==> config.mk <==
export PLATFORM = sky130hd
export DESIGN_NAME = sobel_x_col_sequencer_flat
export DESIGN_NICKNAME = d
export VERILOG_FILES = /design/src/rtl/sobel_x_col_sequencer_if.sv /design/src/rtl/sobel_x_col_sequencer.sv /design/src/flat_wrapper.sv
export SDC_FILE = /design/constraint.sdc
export NUM_CORES = 1
export LEC_CHECK = 0
export ABC_CLOCK_PERIOD_IN_PS = 10280
export CELL_PAD_IN_SITES_DETAIL_PLACEMENT = 0
export CELL_PAD_IN_SITES_GLOBAL_PLACEMENT = 1
export CORE_UTILIZATION = 55
export CTS_BUF_LIST = sky130_fd_sc_hd__clkbuf_8
export CTS_CLUSTER_SIZE = 40
export DETAILED_ROUTE_END_ITERATION = 7
export DONT_BUFFER_PORTS = 1
export GPL_TIMING_DRIVEN = 1
export PLACE_DENSITY = 0.87
export SYNTH_ARGS = -nofsm -noshare
export SYNTH_HDL_FRONTEND = slang
export SYNTH_SLANG_ARGS = --single-unit
==> constraint.sdc <==
create_clock -name clk -period 10.28 [get_ports clk]
set_input_delay 1.542 -clock clk [delete_from_list [all_inputs] [get_ports clk]]
set_output_delay 1.542 -clock clk [all_outputs]
set_load 0.1 [all_outputs]
==> src/rtl/sobel_x_col_sequencer_if.sv <==
// Column-stream and result-stream bundle for the Sobel-X column sequencer.
//
// Purpose: groups the two valid/ready channels of the sequencer so that a
// producer/consumer (master) and the sequencer (slave) share one connection.
//
// Signals:
//   in_valid / in_ready   column input handshake (master -> slave)
//   in_col                SIZE pixels of 8 bits, pixel i at bits [8i+7:8i]
//   out_valid / out_ready result handshake (slave -> master)
//   out_data              (SIZE-2) results of 10 bits each
//   out_col_idx           window-centre column index of out_data
//   out_last              out_data is the final result of the frame
interface sobel_x_col_sequencer_if #(
    parameter int SIZE = 3
);
    logic                     in_valid;
    logic                     in_ready;
    logic [SIZE*8-1:0]        in_col;
    logic                     out_valid;
    logic                     out_ready;
    logic [(SIZE-2)*10-1:0]   out_data;
    logic [11:0]              out_col_idx;
    logic                     out_last;

    modport master (
        output in_valid, in_col, out_ready,
        input  in_ready, out_valid, out_data, out_col_idx, out_last
    );

    modport slave (
        input  in_valid, in_col, out_ready,
        output in_ready, out_valid, out_data, out_col_idx, out_last
    );
endinterface

==> src/rtl/sobel_x_col_sequencer.sv <==
// Sobel-X column sequencer.
//
// Purpose: accepts a frame of pixel columns, feeds them one at a time to an
// external Sobel-X datapath, tracks which datapath results belong to a full
// 3-column window, and buffers those results (with their centre-column index
// and a last-of-frame flag) in a small show-ahead FIFO. Input acceptance is
// throttled so that every result already promised to the FIFO has a slot.
//
// Ports:
//   clk, rst     clock, asynchronous active-high reset
//   start        one-cycle frame start pulse (honoured only when idle)
//   width_cfg    frame width in columns, sampled on an accepted start
//   bus          slave side of the column/result streams
//   dp_en        one-cycle strobe: datapath shifts in dp_col
//   dp_col       registered column presented to the datapath
//   dp_res       datapath result, valid DP_LAT cycles after dp_en
//   busy         frame in progress (RUN or DRAIN)
//   done         one-cycle pulse when the frame has fully drained
module sobel_x_col_sequencer #(
    parameter int SIZE       = 3,
    parameter int DP_LAT     = 1,
    parameter int FIFO_DEPTH = 4
) (
    input  logic                   clk,
    input  logic                   rst,
    input  logic                   start,
    input  logic [11:0]            width_cfg,
    sobel_x_col_sequencer_if.slave bus,
    output logic                   dp_en,
    output logic [SIZE*8-1:0]      dp_col,
    input  logic [(SIZE-2)*10-1:0] dp_res,
    output logic                   busy,
    output logic                   done
);
    localparam int RW = (SIZE-2)*10;
    localparam int AW = $clog2(FIFO_DEPTH);

    typedef enum logic [1:0] {IDLE, RUN, DRAIN} state_t;

    state_t      state, state_next;
    logic [11:0] width_reg;
    logic [11:0] col_cnt;
    logic [AW:0] inflight;
    logic [AW:0] wr_ptr, rd_ptr;
    logic [AW:0] fifo_count;
    logic        fifo_empty;
    logic        accept;
    logic        tag_new;
    logic        wr_en;
    logic        rd_en;

    // Delay line: stage 0 lines up with dp_en, stage DP_LAT with dp_res.
    logic [DP_LAT:0] tag_pipe;
    logic [11:0]     idx_pipe  [DP_LAT+1];
    logic            last_pipe [DP_LAT+1];

    logic [RW-1:0] mem_data [FIFO_DEPTH];
    logic [11:0]   mem_idx  [FIFO_DEPTH];
    logic          mem_last [FIFO_DEPTH];

    assign fifo_count = wr_ptr - rd_ptr;
    assign fifo_empty = (wr_ptr == rd_ptr);

    // Reserve a FIFO slot for every tagged column still inside the datapath,
    // so a write can never find the FIFO full.
    assign bus.in_ready = (state == RUN) &&
        (({1'b0, fifo_count} + {1'b0, inflight}) < (AW+2)'(FIFO_DEPTH));
    assign accept  = bus.in_valid && bus.in_ready;
    // The first two columns only fill the window; they produce no result.
    assign tag_new = accept && (col_cnt >= 12'd2);
    assign wr_en   = tag_pipe[DP_LAT];
    assign rd_en   = !fifo_empty && bus.out_ready;
    assign busy    = (state != IDLE);

    // Show-ahead head; outputs are gated so they read as zero while empty.
    assign bus.out_valid   = !fifo_empty;
    assign bus.out_data    = fifo_empty ? '0    : mem_data[rd_ptr[AW-1:0]];
    assign bus.out_col_idx = fifo_empty ? '0    : mem_idx[rd_ptr[AW-1:0]];
    assign bus.out_last    = fifo_empty ? 1'b0  : mem_last[rd_ptr[AW-1:0]];

    always_comb begin
        state_next = state;
        done       = 1'b0;
        case (state)
            IDLE:  if (start) state_next = RUN;
            RUN:   if (accept && (col_cnt == width_reg - 12'd1)) state_next = DRAIN;
            DRAIN: if ((inflight == '0) && fifo_empty && (tag_pipe == '0)) begin
                       state_next = IDLE;
                       done       = 1'b1;
                   end
            default: state_next = IDLE;
        endcase
    end

    always_ff @(posedge clk or posedge rst) begin
        if (rst) begin
            state     <= IDLE;
            width_reg <= 12'd3;
            col_cnt   <= '0;
        end else begin
            state <= state_next;
            if (state == IDLE && start) begin
                width_reg <= (width_cfg < 12'd3) ? 12'd3 : width_cfg;
                col_cnt   <= '0;
            end else if (accept) begin
                col_cnt <= col_cnt + 12'd1;
            end
        end
    end

    always_ff @(posedge clk or posedge rst) begin
        if (rst) begin
            dp_en  <= 1'b0;
            dp_col <= '0;
        end else begin
            dp_en <= accept;
            if (accept) dp_col <= bus.in_col;
        end
    end

    always_ff @(posedge clk or posedge rst) begin
        if (rst) begin
            tag_pipe <= '0;
            for (int i = 0; i <= DP_LAT; i++) begin
                idx_pipe[i]  <= '0;
                last_pipe[i] <= 1'b0;
            end
        end else begin
            tag_pipe     <= {tag_pipe[DP_LAT-1:0], tag_new};
            // The result of column c is centred on column c-1.
            idx_pipe[0]  <= col_cnt - 12'd1;
            last_pipe[0] <= (col_cnt == width_reg - 12'd1);
            for (int i = 1; i <= DP_LAT; i++) begin
                idx_pipe[i]  <= idx_pipe[i-1];
                last_pipe[i] <= last_pipe[i-1];
            end
        end
    end

    always_ff @(posedge clk or posedge rst) begin
        if (rst) begin
            inflight <= '0;
        end else begin
            case ({tag_new, wr_en})
                2'b10:   inflight <= inflight + 1'b1;
                2'b01:   inflight <= inflight - 1'b1;
                default: inflight <= inflight;
            endcase
        end
    end

    always_ff @(posedge clk or posedge rst) begin
        if (rst) begin
            wr_ptr <= '0;
            rd_ptr <= '0;
        end else begin
            if (wr_en) wr_ptr <= wr_ptr + 1'b1;
            if (rd_en) rd_ptr <= rd_ptr + 1'b1;
        end
    end

    // Storage needs no reset: the pointers define which entries are live.
    always_ff @(posedge clk) begin
        if (wr_en) begin
            mem_data[wr_ptr[AW-1:0]] <= dp_res;
            mem_idx[wr_ptr[AW-1:0]]  <= idx_pipe[DP_LAT];
            mem_last[wr_ptr[AW-1:0]] <= last_pipe[DP_LAT];
        end
    end
endmodule

==> src/flat_wrapper.sv <==
// flat-port wrapper written by rule: the top's interface ports become plain ports
module sobel_x_col_sequencer_flat 
#(
    parameter int SIZE       = 3,
    parameter int DP_LAT     = 1,
    parameter int FIFO_DEPTH = 4
)
  (clk, rst, start, width_cfg, dp_en, dp_col, dp_res, busy, done, bus_in_valid, bus_in_col, bus_out_ready, bus_in_ready, bus_out_valid, bus_out_data, bus_out_col_idx, bus_out_last);
  sobel_x_col_sequencer_if #(.SIZE(SIZE)) bus_i ();
  input  logic clk;
  input  logic rst;
  input  logic start;
  input  logic [11:0] width_cfg;
  output logic dp_en;
  output logic [SIZE*8-1:0] dp_col;
  input  logic [(SIZE-2)*10-1:0] dp_res;
  output logic busy;
  output logic done;
  input wire logic [$bits(bus_i.in_valid)-1:0] bus_in_valid;
  input wire logic [$bits(bus_i.in_col)-1:0] bus_in_col;
  input wire logic [$bits(bus_i.out_ready)-1:0] bus_out_ready;
  output wire logic [$bits(bus_i.in_ready)-1:0] bus_in_ready;
  output wire logic [$bits(bus_i.out_valid)-1:0] bus_out_valid;
  output wire logic [$bits(bus_i.out_data)-1:0] bus_out_data;
  output wire logic [$bits(bus_i.out_col_idx)-1:0] bus_out_col_idx;
  output wire logic [$bits(bus_i.out_last)-1:0] bus_out_last;
  assign bus_i.in_valid = bus_in_valid;
  assign bus_i.in_col = bus_in_col;
  assign bus_i.out_ready = bus_out_ready;
  assign bus_in_ready = bus_i.in_ready;
  assign bus_out_valid = bus_i.out_valid;
  assign bus_out_data = bus_i.out_data;
  assign bus_out_col_idx = bus_i.out_col_idx;
  assign bus_out_last = bus_i.out_last;
  sobel_x_col_sequencer #(.SIZE(SIZE), .DP_LAT(DP_LAT), .FIFO_DEPTH(FIFO_DEPTH)) u_core (.clk(clk), .rst(rst), .start(start), .width_cfg(width_cfg), .bus(bus_i), .dp_en(dp_en), .dp_col(dp_col), .dp_res(dp_res), .busy(busy), .done(done));
endmodule
# Word-level counts from Yosys, hierarchy flattened
# Memory sizes are Yosys's and may differ from the RTL's.
# Index checks and enable logic that the tools add are counted.
[word_totals] latch_bits=0 ramBits=92 memories=3 reg_bits=88 out_inout_bits=52 input_bits=51 mem_bits_ro=0
[mem_list] name="u_core.mem_idx" words=4 width=12 read_ports=1 rd_clocked_by_memory_dff=0 wr=1 line_no="sobel_x_col_sequencer.sv:58" source="logic [11:0] mem_idx [FIFO_DEPTH];"
[mem_list] name="u_core.mem_data" words=4 width=10 read_ports=1 rd_clocked_by_memory_dff=0 wr=1 line_no="sobel_x_col_sequencer.sv:57" source="logic [RW-1:0] mem_data [FIFO_DEPTH];"
[mem_list] name="u_core.mem_last" words=4 width=1 read_ports=1 rd_clocked_by_memory_dff=0 wr=1 line_no="sobel_x_col_sequencer.sv:59" source="logic mem_last [FIFO_DEPTH];"
[op_classes] n_mux=15 div_mod_pow=0 n_eq_ne=9 n_shift=0 n_addsub=9 multipliers=0 order_cmp=3 n_reduce_logical=16 bitwise_logic=0
[op_table] operator="two-way mux 12 bit" count=4
[op_table] operator="subtractor 12 x 1 -> 12 bit, second input constant" count=2
[op_table] operator="adder 12 x 1 -> 12 bit, second input constant" count=1
[op_table] operator="== test 12 bit" count=1
[op_table] operator="greater-or-equal comparator 12 x 2 -> 1 bit, second input constant" count=1
[op_table] operator="less-than comparator 12 x 2 -> 1 bit, second input constant" count=1
[op_table] operator="two-way mux 10 bit" count=1
[op_table] operator="adder 3 x 1 -> 3 bit, second input constant" count=3
[op_table] operator="logical AND 1 bit" count=8
[op_table] operator="two-way mux 2 bit" count=3
[op_table] operator="case mux 2 bit (3 select lines)" count=1
[op_table] operator="case mux 3 bit (2 select lines)" count=1
[op_table] operator="nonzero test 2 bit" count=3
[op_table] operator="two-way mux 1 bit" count=5
[op_table] operator="adder 3 x 3 -> 4 bit" count=1
[op_table] operator="== test 2 x 1 -> 1 bit, second input constant" count=2
[op_table] operator="== test 2 bit, second input constant" count=2
[op_table] operator="zero test 2 bit" count=2
[op_table] operator="less-than comparator 4 x 3 -> 1 bit, second input constant" count=1
[op_table] operator="!= test 2 bit, second input constant" count=2
[op_table] operator="== test 3 bit" count=1
[op_table] operator="zero test 3 bit" count=1
[op_table] operator="AND reduction 3 bit" count=1
[op_table] operator="subtractor 3 x 1 -> 3 bit, second input constant" count=1
[op_table] operator="other kinds (3)" count=3

# Logic depth before layout (Yosys ltp)
# Gate-level depths: netlist of run 1.
[logic_depth] depth_word=8 ltp_mapped=18 mapped_depth_nobuf=17

# Worst setup path before layout of run 1
# Ideal clock, no wire load.
[synth_path] path_kind="reg2out" from="register u_core.rd_ptr[1]" to="output port done" n_path_buf=2 stages_incl_launch_ff=7 path_slack_ns=4.270 arrival_ns=4.468 path_cell_list="dfrtp_1 clkbuf_1 buf_1 inv_1 ha_1 nand3_1 nor4_1"
[synth_between] elab_chain_cells=5
[synth_rtl] item="start, declared" line_no="sobel_x_col_sequencer.sv:44" source="logic [AW:0] wr_ptr, rd_ptr;"
[synth_rtl] item="start signal, assigned" line_no="sobel_x_col_sequencer.sv:158" source="if (rd_en) rd_ptr <= rd_ptr + 1'b1;"
[synth_rtl] item="== test 3 bit" line_no="sobel_x_col_sequencer.sv:62" source="assign fifo_empty = (wr_ptr == rd_ptr);"
[synth_rtl] item="logical AND 1 bit (2 in a row)" line_no="sobel_x_col_sequencer.sv:87" source="DRAIN: if ((inflight == '0) && fifo_empty && (tag_pipe == '0)) begin"
[synth_rtl] item="two-way mux 1 bit" line_no="sobel_x_col_sequencer.sv:87"
[synth_rtl] item="two-way mux 1 bit" line_no="sobel_x_col_sequencer.sv:84" source="case (state)"
[synth_rtl] item="end, declared" line_no="flat_wrapper.sv:18" source="output logic done;"
# No other way between the ends.

# Final worst setup path of run 1
[layout_path] from="register u_core.wr_ptr[0]" to="register u_core.inflight[2]"
[layout_between] elab_chain_cells=8 elab_cells_between_ends=10 cone_classes="2 x add/sub; 1 x order compare; 2 x eq/ne; 1 x mux; 4 x reduce/logical"
[layout_rtl] item="start, declared" line_no="sobel_x_col_sequencer.sv:44"
[layout_rtl] item="start signal, assigned" line_no="sobel_x_col_sequencer.sv:157" source="if (wr_en) wr_ptr <= wr_ptr + 1'b1;"
[layout_rtl] item="subtractor 3 bit (*)" line_no="sobel_x_col_sequencer.sv:61" source="assign fifo_count = wr_ptr - rd_ptr;"
[layout_rtl] item="adder 3 x 3 -> 4 bit (*)" line_no="sobel_x_col_sequencer.sv:67" source="(({1'b0, fifo_count} + {1'b0, inflight}) < (AW+2)'(FIFO_DEPTH));"
[layout_rtl] item="less-than comparator 4 x 3 -> 1 bit (*)" line_no="sobel_x_col_sequencer.sv:67"
[layout_rtl] item="logical AND 1 bit (*)" line_no="sobel_x_col_sequencer.sv:66" source="assign bus.in_ready = (state == RUN) &&"
[layout_rtl] item="net bus_in_ready" line_no="flat_wrapper.sv:22" source="output wire logic [$bits(bus_i.in_ready)-1:0] bus_in_ready;"
[layout_rtl] item="logical AND 1 bit (*)" line_no="sobel_x_col_sequencer.sv:68" source="assign accept = bus.in_valid && bus.in_ready;"
[layout_rtl] item="logical AND 1 bit (*)" line_no="sobel_x_col_sequencer.sv:70" source="assign tag_new = accept && (col_cnt >= 12'd2);"
[layout_rtl] item="== test 2 x 1 -> 1 bit or == test 2 bit (tied branches)" line_no="sobel_x_col_sequencer.sv:144" source="case ({tag_new, wr_en})"
[layout_rtl] item="case mux 3 bit (2 select lines) or nonzero test 2 bit (tied branches)"
[layout_rtl] item="end signal, assigned" line_no="sobel_x_col_sequencer.sv:145" source="2'b10: inflight <= inflight + 1'b1;"
[layout_rtl] item="end signal, assigned" line_no="sobel_x_col_sequencer.sv:146" source="2'b01: inflight <= inflight - 1'b1;"
[layout_rtl] item="end signal, assigned" line_no="sobel_x_col_sequencer.sv:147" source="default: inflight <= inflight;"
[layout_rtl] item="end, declared" line_no="sobel_x_col_sequencer.sv:43" source="logic [AW:0] inflight;"
# Mark *: on every way through the listed nets, which the timed path passes. The rest lies on a longest branch.
# A chain may end at the register's enable or synchronous reset.

==> results.ini, run 1 <==
[run_status]
outcome=complete, no violations

[die]
start_util_pct=56.6
fp.dieArea_um2=14200
die_w_um=119
rows=42
die_y_um=119
core_area_um2=13300
io_pins=103

[timing]
hold_ws_ps=348
final_hold_viol_count=0
setup_violations=0
rsz0062_at_grt=no
fin_crit_sh_pct=53.4
relSlewSlack_pct=29.0
max_freq_mhz=182
report.final.slew_viol_count=0
tns_ps=0
layout_min_cycle_time_ps=5490
fin_skew_ps=8.72
tightest_slew_ps=1070
worst_slack_ps=4790

[clocking]
hold_buffers=0
cts_buffer_depth=2
clk_latency_ps=450
cts.reportedPaths.clkPinSlew_ps=90
cts.repair.resized=0
cts_max_level=4
root_buffer=clkbuf_8
cts_tree=done
cts_buffers=17
cts.sink_count=180
cts_setup_buffers=0

[place]
place_area_um2=7780
numPortBuffers=0
place_ws_ps=4690
gp_congestion=0.864
dpl.hpwl_um=8710

[route]
dr.pass1.iters=4
ant_nets=0
drtIter0Drc=297
vias=4146
drc=0
wl_um=13000
wire_per_inst_um=17.7
viasPerCell=5.63

[synthesis]
synthAdderAreaFrac_pct=2.85
synth_seq_cells=180
synth_top_family_by_area=simple AND/OR/NAND/NOR gates
synthSimpleGateAreaFrac_pct=13.2
synthMuxAreaShare_pct=8.48
synthCells=544
synth-async-reset-ratio_pct=48.9
ys_warn_count=0
synth_ff_type=edfxtp_1
synth_compound_area_share_pct=2.85
synth_nets=611
synth_edf_count=92
ys_seq_area_share_pct=65.7
synth_cell_types=55
synth_xor_xnor_area_share_pct=4.63
syn-cell-area_um2=7560
avgSynthCellArea_um2=13.9

[cells_and_area]
fin_nets=615
stdcell_area_um2=8160
layout_commonest_cell=nand2_1
nFillCells=1016
final_cell_mix=nand2_1 (93), edfxtp_1 (92), dfrtp_1 (86)
largest_reg_flops=48
area_growth_pct=7.95
layout-drive-gt1-share_pct=15.2
antenna_cells=0

[critical_path]
crit_arrival_ps=5820
critPathBufInv=4
required_ps=10610
cp_slowest_stage_delay_ps=970
crit_slowest_cell=inv_1
path_common_cell=inv_1
crit-reg2reg-launch=u_core.wr_ptr[0]$_DFFE_PP0P_
rr_worst_depth=17
r2r_slack_ps=4790
cp-end-kind=flip-flop
critical_path_class=flip-flop to flip-flop
critPathMaxFanout=32
cp_cell_sequence=inv_1, ha_1, inv_1, fa_1, xor2_1, ha_1, nor3_1, and3_1, nand2_1, inv_1, nand2_1, ha_1, inv_1, fa_1, xor2_1, nor2_1, xor2_1
cp-start-kind=flip-flop
critical-path-top-delay-family=simple AND/OR/NAND/NOR gates
reg2reg_to=u_core.inflight[2]$_DFFE_PP0P_

[global_routing]
grt_pass1_vias=4334
track_usage_pct=20.1
grt_max_degree=89
overflow=0
antenna_found_initial=0
grt_pass1_wl_um=21700

[min_path]
holdCritStartpoint=u_core.idx_pipe[17]$_DFF_PP0_
hold_depth=0
hp-class=flip-flop to flip-flop
min_to=u_core.idx_pipe[5]$_DFF_PP0_

[flow_run]
maxCapViolCount=0

[per-layer routing]
layer	up-vias	wire, um	global-route usage [%]
li1	1927	-	-
met1	2050	5560	26.4
met2	155	6340	32.2
met3	14	977	5.60
met4	0	146	7.12
met5	-	0	0
[metrics by stage]
stage	std cells	utilization (%)
3_3_place_gp	705	58.3
5_1_grt	737	61.1
4_1_cts	737	61.1
6_report	737	61.1
2_1_floorplan	544	-
3_5_place_dp	705	58.3
[cells by family after synthesis]
family,after synthesis
xor gates and xnor gates,40
and+or+nand+nor,202
muxes,34
adders and majority gates,16
AOI/OAI and AO/OA,29
buffers and inverters,43
DFF,180
[cell type report]
cell class              instances  area (um^2)  share of cell area, %
clock buffers                  17          234                   2.87
clock inverters                15          149                   1.82
inverters                      19         72.6                  0.889
multi-input cells             321         2430                   29.8
flip-flops and latches        180         4970                   60.9
well taps                     176          220                   2.70
repair buffers                  9         87.6                   1.07
[how the worst max path moves through the flow]
stage | from | end | cells after the start
2_1_floorplan | u_core.rd_ptr[1]$_DFFE_PP0P_ | done | 6
3_3_place_gp | u_core.wr_ptr[0]$_DFFE_PP0P_ | u_core.inflight[2]$_DFFE_PP0P_ | 17
3_5_place_dp | u_core.wr_ptr[0]$_DFFE_PP0P_ | u_core.inflight[2]$_DFFE_PP0P_ | 17
4_1_cts | u_core.wr_ptr[0]$_DFFE_PP0P_ | u_core.inflight[2]$_DFFE_PP0P_ | 17
5_1_grt | u_core.wr_ptr[0]$_DFFE_PP0P_ | u_core.inflight[2]$_DFFE_PP0P_ | 17
6_report | u_core.wr_ptr[0]$_DFFE_PP0P_ | u_core.inflight[2]$_DFFE_PP0P_ | 17
[synthesized netlist by cell type (7+ instances only)]
cell type | n | share of area (%)
buf_2 | 7 | 0.46
mux2_2 | 10 | 1.5
dfrtp_1 | 86 | 28
nand2_1 | 93 | 4.6
mux4_2 | 23 | 6.9
nor2_1 | 26 | 1.3
ha_1 | 14 | 2.3
clkbuf_1 | 13 | 0.65
and2_1 | 28 | 2.3
xnor2_1 | 22 | 2.5
inv_1 | 19 | 0.94
nor3_1 | 12 | 0.79
edfxtp_1 | 92 | 37
nand3_1 | 8 | 0.53
xor2_1 | 18 | 2.1
Power of run 1 is left out: the tool's default activity adds up to more than one toggle a clock period on the data nets, which glitch-free logic cannot reach.
==> inputs of run 2 (changes only) <==
--- a/config.mk
+++ b/config.mk
@@ -5,16 +5,16 @@
 export SDC_FILE = /design/constraint.sdc
 export NUM_CORES = 1
 export LEC_CHECK = 0
-export ABC_CLOCK_PERIOD_IN_PS = 10280
+export ABC_CLOCK_PERIOD_IN_PS = 4500
 export CELL_PAD_IN_SITES_DETAIL_PLACEMENT = 0
 export CELL_PAD_IN_SITES_GLOBAL_PLACEMENT = 1
-export CORE_UTILIZATION = 55
+export CORE_UTILIZATION = 49
 export CTS_BUF_LIST = sky130_fd_sc_hd__clkbuf_8
 export CTS_CLUSTER_SIZE = 40
 export DETAILED_ROUTE_END_ITERATION = 7
 export DONT_BUFFER_PORTS = 1
 export GPL_TIMING_DRIVEN = 1
-export PLACE_DENSITY = 0.87
+export PLACE_DENSITY = 0.82
 export SYNTH_ARGS = -nofsm -noshare
 export SYNTH_HDL_FRONTEND = slang
 export SYNTH_SLANG_ARGS = --single-unit
==> constraint.sdc (replaced) <==
create_clock -name clk -period 4.5 [get_ports clk]
set_input_delay 0.675 -clock clk [delete_from_list [all_inputs] [get_ports clk]]
set_output_delay 0.675 -clock clk [all_outputs]
set_load 0.1 [all_outputs]
==> results.ini, run 2 (synthesis gave the netlist of run 1 again) <==
[place]
dpl.hpwl_um=8820
gp_congestion=0.837
numPortBuffers=0

[route]
wl_um=13000
viasPerCell=5.39
drtIter0Drc=334
wire_per_inst_um=16.8
dr.pass1.iters=4
vias=4183
drc=0
ant_nets=0

[clocking]
hold_buffers=0
cts_buffer_depth=2
cts_max_level=4
clk_latency_ps=440
cts_tree=done
cts.sink_count=180
cts_setup_buffers=0
root_buffer=clkbuf_8
cts.repair.resized=0
cts_buffers=17
cts.reportedPaths.clkPinSlew_ps=90

[timing]
setup_violations=0
fin_crit_sh_pct=79.8
final_hold_viol_count=0
relSlewSlack_pct=38.8
report.final.slew_viol_count=0
fin_skew_ps=13.0
rsz0062_at_grt=no
max_freq_mhz=279
tightest_slew_ps=918
layout_min_cycle_time_ps=3590
tns_ps=0

[cells_and_area]
nFillCells=1210
largest_reg_flops=48
fin_nets=642
antenna_cells=0
final_cell_mix=nand2_1 (93), edfxtp_1 (92), dfrtp_1 (86)
layout-drive-gt1-share_pct=18.9
multi_input_area_um2=2440
regArea_um2=4970
layout_commonest_cell=nand2_1
area_growth_pct=10.8

[die]
rows=45
die_w_um=126
fp.dieArea_um2=15900
core_area_um2=15100
io_pins=103
die_y_um=126
start_util_pct=49.9

[run_status]
outcome=complete, no violations

[min_path]
hp-class=input port to asynchronous set/reset pin

[critical_path]
critical_path_class=flip-flop to flip-flop
cp-end-kind=flip-flop
cp-start-kind=flip-flop
critPathMaxFanout=27
crit_arrival_ps=3950
required_ps=4860

[global_routing]
track_usage_pct=17.9
antenna_found_initial=0
grt_pass1_vias=4356
grt_max_degree=53
overflow=0
grt_pass1_wl_um=21900

[flow_run]
maxCapViolCount=0

==> run 2: cell count changes in the layout (fill, tap and decap cells not counted), moves of 2 or more <==
cell,before,now
inv_1,19,21
inv_8,3,0
buf_4,8,36
clkinv_4,4,2
==> run 2: final cells by class <==
type / instances / area share (%)
tap: 188 / 2.81
multi-input combinational: 321 / 29.1
inverter: 19 / 0.866
timing repair buffer: 36 / 3.23
clock inverter: 15 / 1.88
sequential: 180 / 59.3
clock buffer: 17 / 2.79
==> run 2: worst paths after layout <==
path                                               start                         endpoint  slack, ps  cells past startpoint
max in group asynchronous                            rst  u_core.width_reg[1]$_DFFE_PP1P_       3240                      2
setup reg to reg            u_core.wr_ptr[0]$_DFFE_PP0P_   u_core.inflight[2]$_DFFE_PP0P_        910                     18
hold reg to reg            u_core.idx_pipe[12]$_DFF_PP0_     u_core.idx_pipe[0]$_DFF_PP0_        350                      0
min in group clk                               dp_res[6]  u_core.mem_data[3][6]$_DFFE_PP_        320                      0
hold / removal                                       rst     u_core.wr_ptr[2]$_DFFE_PP0P_        250                      1
setup / recovery            u_core.wr_ptr[0]$_DFFE_PP0P_   u_core.inflight[2]$_DFFE_PP0P_        910                     18
==> run 2: worst max-delay path, cell delays in order, from the launching register on <==
cell and delay, ps:
dfrtp_1 430, inv_1 120, ha_1 150, inv_1 50
fa_1 370, xor2_1 180, ha_1 290, nor3_1 40
and3_2 190, nand2_1 60, buf_4 260, inv_1 200
nand2_1 120, ha_1 180, inv_1 60, fa_1 380
xor2_1 150, nor2_1 110, xor2_1 160
==> run 2: stage by stage <==
| step | hold WS (ps) | setup slack [ps] | utilization [%] | std cells | cell area [um^2] |
|---|---|---|---|---|---|
| 2_1_floorplan | 331 | 382 | - | 544 | 7570 |
| 3_3_place_gp | 334 | 1040 | 52.7 | 744 | 7980 |
| 5_1_grt | 270 | 566 | 55.3 | 776 | 8380 |
| 6_report | 253 | 910 | 55.3 | 776 | 8380 |
| 4_1_cts | 256 | 847 | 55.3 | 776 | 8380 |
| 3_5_place_dp | 336 | 861 | 52.7 | 744 | 7980 |
==> run 2: per-layer routing <==
metal  vias to the layer above  track usage (%)  routed length, um  share of wire, %
met5                         -                0                  0                 0
met4                         0             4.61                 44              0.34
met3                         4             5.73                724               5.6
met2                       115             29.5               6610                51
met1                      2083             22.9               5620                43
li1                       1981                -                  -                 -
Power of run 2 is left out for the same reason.
